File: src/rtl/adder_pkg.sv
// Shared types and elaboration helpers for the digit-serial adder.
// Provides the FSM state enum, the step-count function and a counter-width helper.
package adder_pkg;

   typedef enum logic [1:0] {
      IDLE = 2'd0,
      RUN  = 2'd1,
      DONE = 2'd2
   } state_e;

   // Number of digit steps needed to cover one operand.
   function automatic int nsteps(input int width, input int digit);
      return width / digit;
   endfunction

   // Counter width for n states; at least one bit so the
   // single-step configuration still has a legal vector.
   function automatic int cnt_w(input int n);
      return (n <= 1) ? 1 : $clog2(n);
   endfunction

endpackage

File: src/rtl/serial_adder_add_slice.sv
// Combinational DIGIT-bit ripple-carry slice built from 1-bit full adders.
// Ports: a, b (DIGIT) operands; cin carry in; s (DIGIT) sum; cout carry out; cmsb carry into MSB.
module add_slice
   import adder_pkg::*;
#(
   parameter int DIGIT = 4
) (
   input  logic [DIGIT-1:0] a,
   input  logic [DIGIT-1:0] b,
   input  logic             cin,
   output logic [DIGIT-1:0] s,
   output logic             cout,
   output logic             cmsb
);

   logic [DIGIT:0] w_c;

   assign w_c[0] = cin;

   for (genvar i = 0; i < DIGIT; i++) begin : g_fa
      assign s[i]     = a[i] ^ b[i] ^ w_c[i];
      assign w_c[i+1] = (a[i] & b[i])
                      | ((a[i] ^ b[i]) & w_c[i]);
   end

   assign cout = w_c[DIGIT];
   // Carry entering the top cell; xor with cout gives signed overflow.
   assign cmsb = w_c[DIGIT-1];

endmodule

File: src/rtl/serial_adder.sv
// Digit-serial two's-complement adder/subtractor, DIGIT bits per cycle, LSB first.
// Ports: Clk, Reset; InValid/InReady + OpA, OpB, CarryIn, Sub; OutValid/OutReady + Sum, CarryOut, Overflow.
module serial_adder
   import adder_pkg::*;
#(
   parameter int WIDTH = 16,
   parameter int DIGIT = 4
) (
   input  logic             Clk,
   input  logic             Reset,
   input  logic             InValid,
   output logic             InReady,
   input  logic [WIDTH-1:0] OpA,
   input  logic [WIDTH-1:0] OpB,
   input  logic             CarryIn,
   input  logic             Sub,
   output logic             OutValid,
   input  logic             OutReady,
   output logic [WIDTH-1:0] Sum,
   output logic             CarryOut,
   output logic             Overflow
);

   localparam int NSTEPS = nsteps(WIDTH, DIGIT);
   localparam int CW     = cnt_w(NSTEPS);
   localparam logic [CW-1:0] LAST = CW'(NSTEPS - 1);

   if (DIGIT < 1 || DIGIT > WIDTH
       || (WIDTH % DIGIT) != 0) begin : g_bad_cfg
      $error("serial_adder: DIGIT must divide WIDTH");
   end

   state_e           r_state;
   logic [WIDTH-1:0] r_a;
   logic [WIDTH-1:0] r_b;
   logic [WIDTH-1:0] r_sum;
   logic             r_carry;
   logic [CW-1:0]    r_cnt;
   logic             r_in_ready;
   logic             r_out_valid;
   logic             r_cout;
   logic             r_ovf;

   logic [DIGIT-1:0] w_s;
   logic             w_cout;
   logic             w_cmsb;
   logic [WIDTH-1:0] w_sum_nxt;

   add_slice #(
      .DIGIT (DIGIT)
   ) u_slice (
      .a    (r_a[DIGIT-1:0]),
      .b    (r_b[DIGIT-1:0]),
      .cin  (r_carry),
      .s    (w_s),
      .cout (w_cout),
      .cmsb (w_cmsb)
   );

   // New digit enters at the MSB end, so after NSTEPS
   // shifts the first digit has reached bit 0.
   if (DIGIT == WIDTH) begin : g_sum_full
      assign w_sum_nxt = w_s;
   end else begin : g_sum_shift
      assign w_sum_nxt = {w_s, r_sum[WIDTH-1:DIGIT]};
   end

   always_ff @(posedge Clk) begin
      if (Reset) begin
         r_state     <= IDLE;
         r_a         <= '0;
         r_b         <= '0;
         r_sum       <= '0;
         r_carry     <= 1'b0;
         r_cnt       <= '0;
         r_in_ready  <= 1'b1;
         r_out_valid <= 1'b0;
         r_cout      <= 1'b0;
         r_ovf       <= 1'b0;
      end else begin
         unique case (r_state)
            IDLE: begin
               if (InValid) begin
                  r_a        <= OpA;
                  // Subtract as A + ~B + 1.
                  r_b        <= Sub ? ~OpB : OpB;
                  r_carry    <= Sub ? 1'b1 : CarryIn;
                  r_cnt      <= '0;
                  r_in_ready <= 1'b0;
                  r_state    <= RUN;
               end
            end
            RUN: begin
               r_a     <= r_a >> DIGIT;
               r_b     <= r_b >> DIGIT;
               r_sum   <= w_sum_nxt;
               r_carry <= w_cout;
               r_cnt   <= r_cnt + 1'b1;
               if (r_cnt == LAST) begin
                  r_cout      <= w_cout;
                  r_ovf       <= w_cmsb ^ w_cout;
                  r_out_valid <= 1'b1;
                  r_state     <= DONE;
               end
            end
            DONE: begin
               if (OutReady) begin
                  r_out_valid <= 1'b0;
                  r_in_ready  <= 1'b1;
                  r_state     <= IDLE;
               end
            end
            default: begin
               r_state     <= IDLE;
               r_in_ready  <= 1'b1;
               r_out_valid <= 1'b0;
            end
         endcase
      end
   end

   assign InReady  = r_in_ready;
   assign OutValid = r_out_valid;
   assign Sum      = r_sum;
   assign CarryOut = r_cout;
   assign Overflow = r_ovf;

endmodule

File: config.mk
export PLATFORM = sky130hd
export DESIGN_NAME = serial_adder
export DESIGN_NICKNAME = d
export VERILOG_FILES = /design/src/rtl/adder_pkg.sv /design/src/rtl/serial_adder_add_slice.sv /design/src/rtl/serial_adder.sv
export SDC_FILE = /design/constraint.sdc
export NUM_CORES = 1
export LEC_CHECK = 0
export CORE_ASPECT_RATIO = 1.2
export CORE_MARGIN = 5
export CORE_UTILIZATION = 45
export DETAILED_ROUTE_END_ITERATION = 8
export GPL_TIMING_DRIVEN = 0
export PLACE_DENSITY = 0.84
export SLEW_MARGIN = 5
export SYNTH_ARGS = -nofsm -noshare
export SYNTH_HDL_FRONTEND = slang
export SYNTH_SLANG_ARGS = --single-unit
File: constraint.sdc
create_clock -name Clk -period 3.4 [get_ports Clk]
set_input_delay 1.02 -clock Clk [delete_from_list [all_inputs] [get_ports Clk]]
set_output_delay 1.02 -clock Clk [all_outputs]
set_load 0.1 [all_outputs]
==> results.toml <==
[run_status]
status = "finished, final reports clean"

[power]
ir_worst_vdd_v = 0.000263
power_density_nw_per_um2 = 497
p_sw_uw = 463
netSwitchingFraction = 0.274
clkPwrFrac = 0.380
p_comb_frac = 0.185
seqPwrFrac = 0.436
leakage_nw = 1.26
cell_internal_pwr_mw = 1.23

[grt]
antenna_found_initial = 0
grt_max_degree = 11
track_usage = 0.181
overflow = 0
grt_pass1_wl_um = 10200
grt_pass1_vias = 2235

[clock_tree]
numCtsBuffers = 9
cts_tree = "built"
hold_buffers = 0
cts_resized = 0
htreeDepth = 3
clk_path_buf_depth = 2
clkSinkCount = 57
clk_pin_slew_worst_paths_ns = 0.06
clk_latency_ns = 0.34
cts_setup_buffers = 0
cts_root_buf = "clkbuf_8"

[worst_setup_path]
end_kind = "output port"
critPathBufInv = 1
r2r_start = "r_b[0]$_SDFFE_PP0P_"
r2r_end = "r_carry$_SDFFE_PP0P_"
path_cells = "clkdlybuf4s50_1"
cpPeakStageDelay_ns = 1.16
slowest_stage = "clkdlybuf4s50_1"
critPathTopFamily = "buffers and inverters"
worst_r2r_path_depth = 10
path_class = "register to output port"
path_max_fanout = 3
startpoint_type = "register"
arrival_ns = 1.88
reg2reg_slack_ns = 1.15
required_ns = 2.38

[drt]
routed_wl_um = 6240
dr.pass1.iters = 4
ant_nets = 0
wire_per_inst_um = 14.8
drc_errors = 0
first_iter_violations = 128
via_per_inst = 5.38
vias = 2275

[sta]
slew_headroom = 0.347
rsz0062_at_grt = "no"
fin_setup_tns_ns = 0
fmax_ghz = 0.345
setup_viol = 0
fin_crit_sh = 0.853
drv_slew = 0
finalHoldViolCount = 0
worst_clock_skew_ns = 0.00689
period_needed_ns = 2.90
holdWs_ns = 0.453
worst_pin_slew_ns = 0.976

[logic_synthesis]
syn_nets = 330
synth_warnings = 0
synth-compound-area-share = 0.190
syn_area_um2 = 2550
async_flop_share = 0
syn_inst = 287
synth.distinct_cells = 34
synth-simple-area-share = 0.194
synth-edff-count = 0
postSynthAreaPerCell_um2 = 8.88
synth_xor_area_frac = 0.0584
synth-adder-area-share = 0.0363
synth_top_family_by_area = "simple AND/OR/NAND/NOR gates"
synth_mux_area_frac = 0.00393
ys_seq_area_frac = 0.448
synth_flop_cell = "dfxtp_1"
ys_ff_latch = 57

[die]
die_y_um = 92.4
rows = 30
die_w_um = 78.7
core_area_um2 = 5590
num_io_pins = 58
initial_core_util = 0.456
die-area_um2 = 7280

[worst_hold_path]
worstHoldStart = "Sum[2]$_SDFFE_PP0P_"
hold_depth = 2
hold_end = "Sum[2]$_SDFFE_PP0P_"
hold_path.class = "register to register"

[cells_and_area]
final_cells = 423
area_growth_pct = 33.4
fin_util = 0.608
layout-drive-gt1-share = 0.106
final_cell_mix = "57 x dfxtp_1, 56 x clkdlybuf4s50_1, 32 x a21oi_1, 31 x nand2_1, 26 x nor2_1"
nets = 397
antenna_cells = 0
layout_commonest_cell = "dfxtp_1"

[place]
io_buffers = 56
gp_congestion = 0.821
hpwl_um = 4640
placedCellCount = 407

[run]
maxCapViolCount = 0
-- layout make-up --
| class | count | area [µm²] |
|---|---|---|
| Inverter | 8 | 30.0 |
| Clock inverter | 1 | 5.00 |
| Fill cell | 481 | 2190 |
| Clock buffer | 15 | 206 |
| Sequential cell | 57 | 1140 |
| Tap cell | 64 | 80.1 |
| Timing Repair Buffer | 56 | 561 |
| Multi-Input combinational cell | 197 | 1230 |
| Buffer | 25 | 146 |
-- cells in the mapped netlist, types with 3 or more instances --
cell / instances / area share
nor3_1: 10 / 0.020
clkbuf_1: 6 / 0.0088
o22ai_1: 12 / 0.029
a21oi_1: 32 / 0.063
a211oi_1: 5 / 0.015
clkbuf_2: 3 / 0.0059
inv_1: 8 / 0.012
buf_2: 9 / 0.018
xor2_1: 4 / 0.014
xnor2_1: 13 / 0.045
nand2b_1: 13 / 0.032
buf_6: 3 / 0.013
dfxtp_1: 57 / 0.45
nand2_1: 31 / 0.046
fa_1: 4 / 0.031
or3b_1: 11 / 0.038
a22oi_1: 21 / 0.062
buf_4: 4 / 0.012
nor2_1: 26 / 0.038
-- how the worst max path moves through the flow --
stage	start	to	cells after the start
after global routing	OutValid$_SDFFE_PP0P_	OutValid	1
after global placement	InValid	r_a[4]$_SDFFE_PP0P_	5
after floorplan	r_a[0]$_SDFFE_PP0P_	Sum[15]$_SDFFE_PP0P_	8
final	Sum[11]$_SDFFE_PP0P_	Sum[11]	1
after detailed placement	InValid	r_a[2]$_SDFFE_PP0P_	5
after CTS	Sum[11]$_SDFFE_PP0P_	Sum[11]	1
-- metal layers --
metal / wire (µm) / global-route usage / up-vias / part of all wire
met3: 331 / 0.0496 / 16 / 0.053
met1: 2510 / 0.199 / 1065 / 0.40
li1: - / - / 1119 / -
met2: 3190 / 0.307 / 75 / 0.51
met4: 213 / 0.106 / 0 / 0.034
met5: 0 / 0 / - / 0
-- through the flow --
step | instance area (µm²) | setup slack (ns) | power, mW
after floorplan | 2550 | 1.34 | 0.958
after global placement | 3190 | 0.807 | 1.05
after detailed placement | 3190 | 0.757 | 1.06
after CTS | 3400 | 0.483 | 1.70
after global routing | 3400 | 0.454 | 1.77
final | 3400 | 0.499 | 1.69
-- flip-flops by register name (all words and copies together) (netlist names) --
| name | cells |
|---|---|
| OutValid | 1 |
| r_cnt | 2 |
| r_carry | 1 |
| Sum | 16 |
| CarryOut | 1 |
| InReady | 1 |
| r_a | 16 |
| Overflow | 1 |
| r_b | 16 |
| r_state | 2 |
-- cells by family (layout without fill, tap and decap cells) --
group	after synthesis	after routing
xor+xnor	17	17
compound gates	76	76
flops	57	57
simple gates	98	98
fa+ha+maj	5	5
mux	1	1
buf+inv	33	105
-- power groups by stage --
| stage | combinational (mW) | clock, mW | sequential, mW |
|---|---|---|---|
| 5_1_grt | 0.340 | 0.689 | 0.741 |
| 2_1_floorplan | 0.159 | 0 | 0.799 |
| 3_3_place_gp | 0.303 | 0 | 0.749 |
| 4_1_cts | 0.312 | 0.654 | 0.737 |
| 6_report | 0.312 | 0.642 | 0.737 |
| 3_5_place_dp | 0.310 | 0 | 0.751 |
Note: power is estimated with default switching activity, not from simulation.
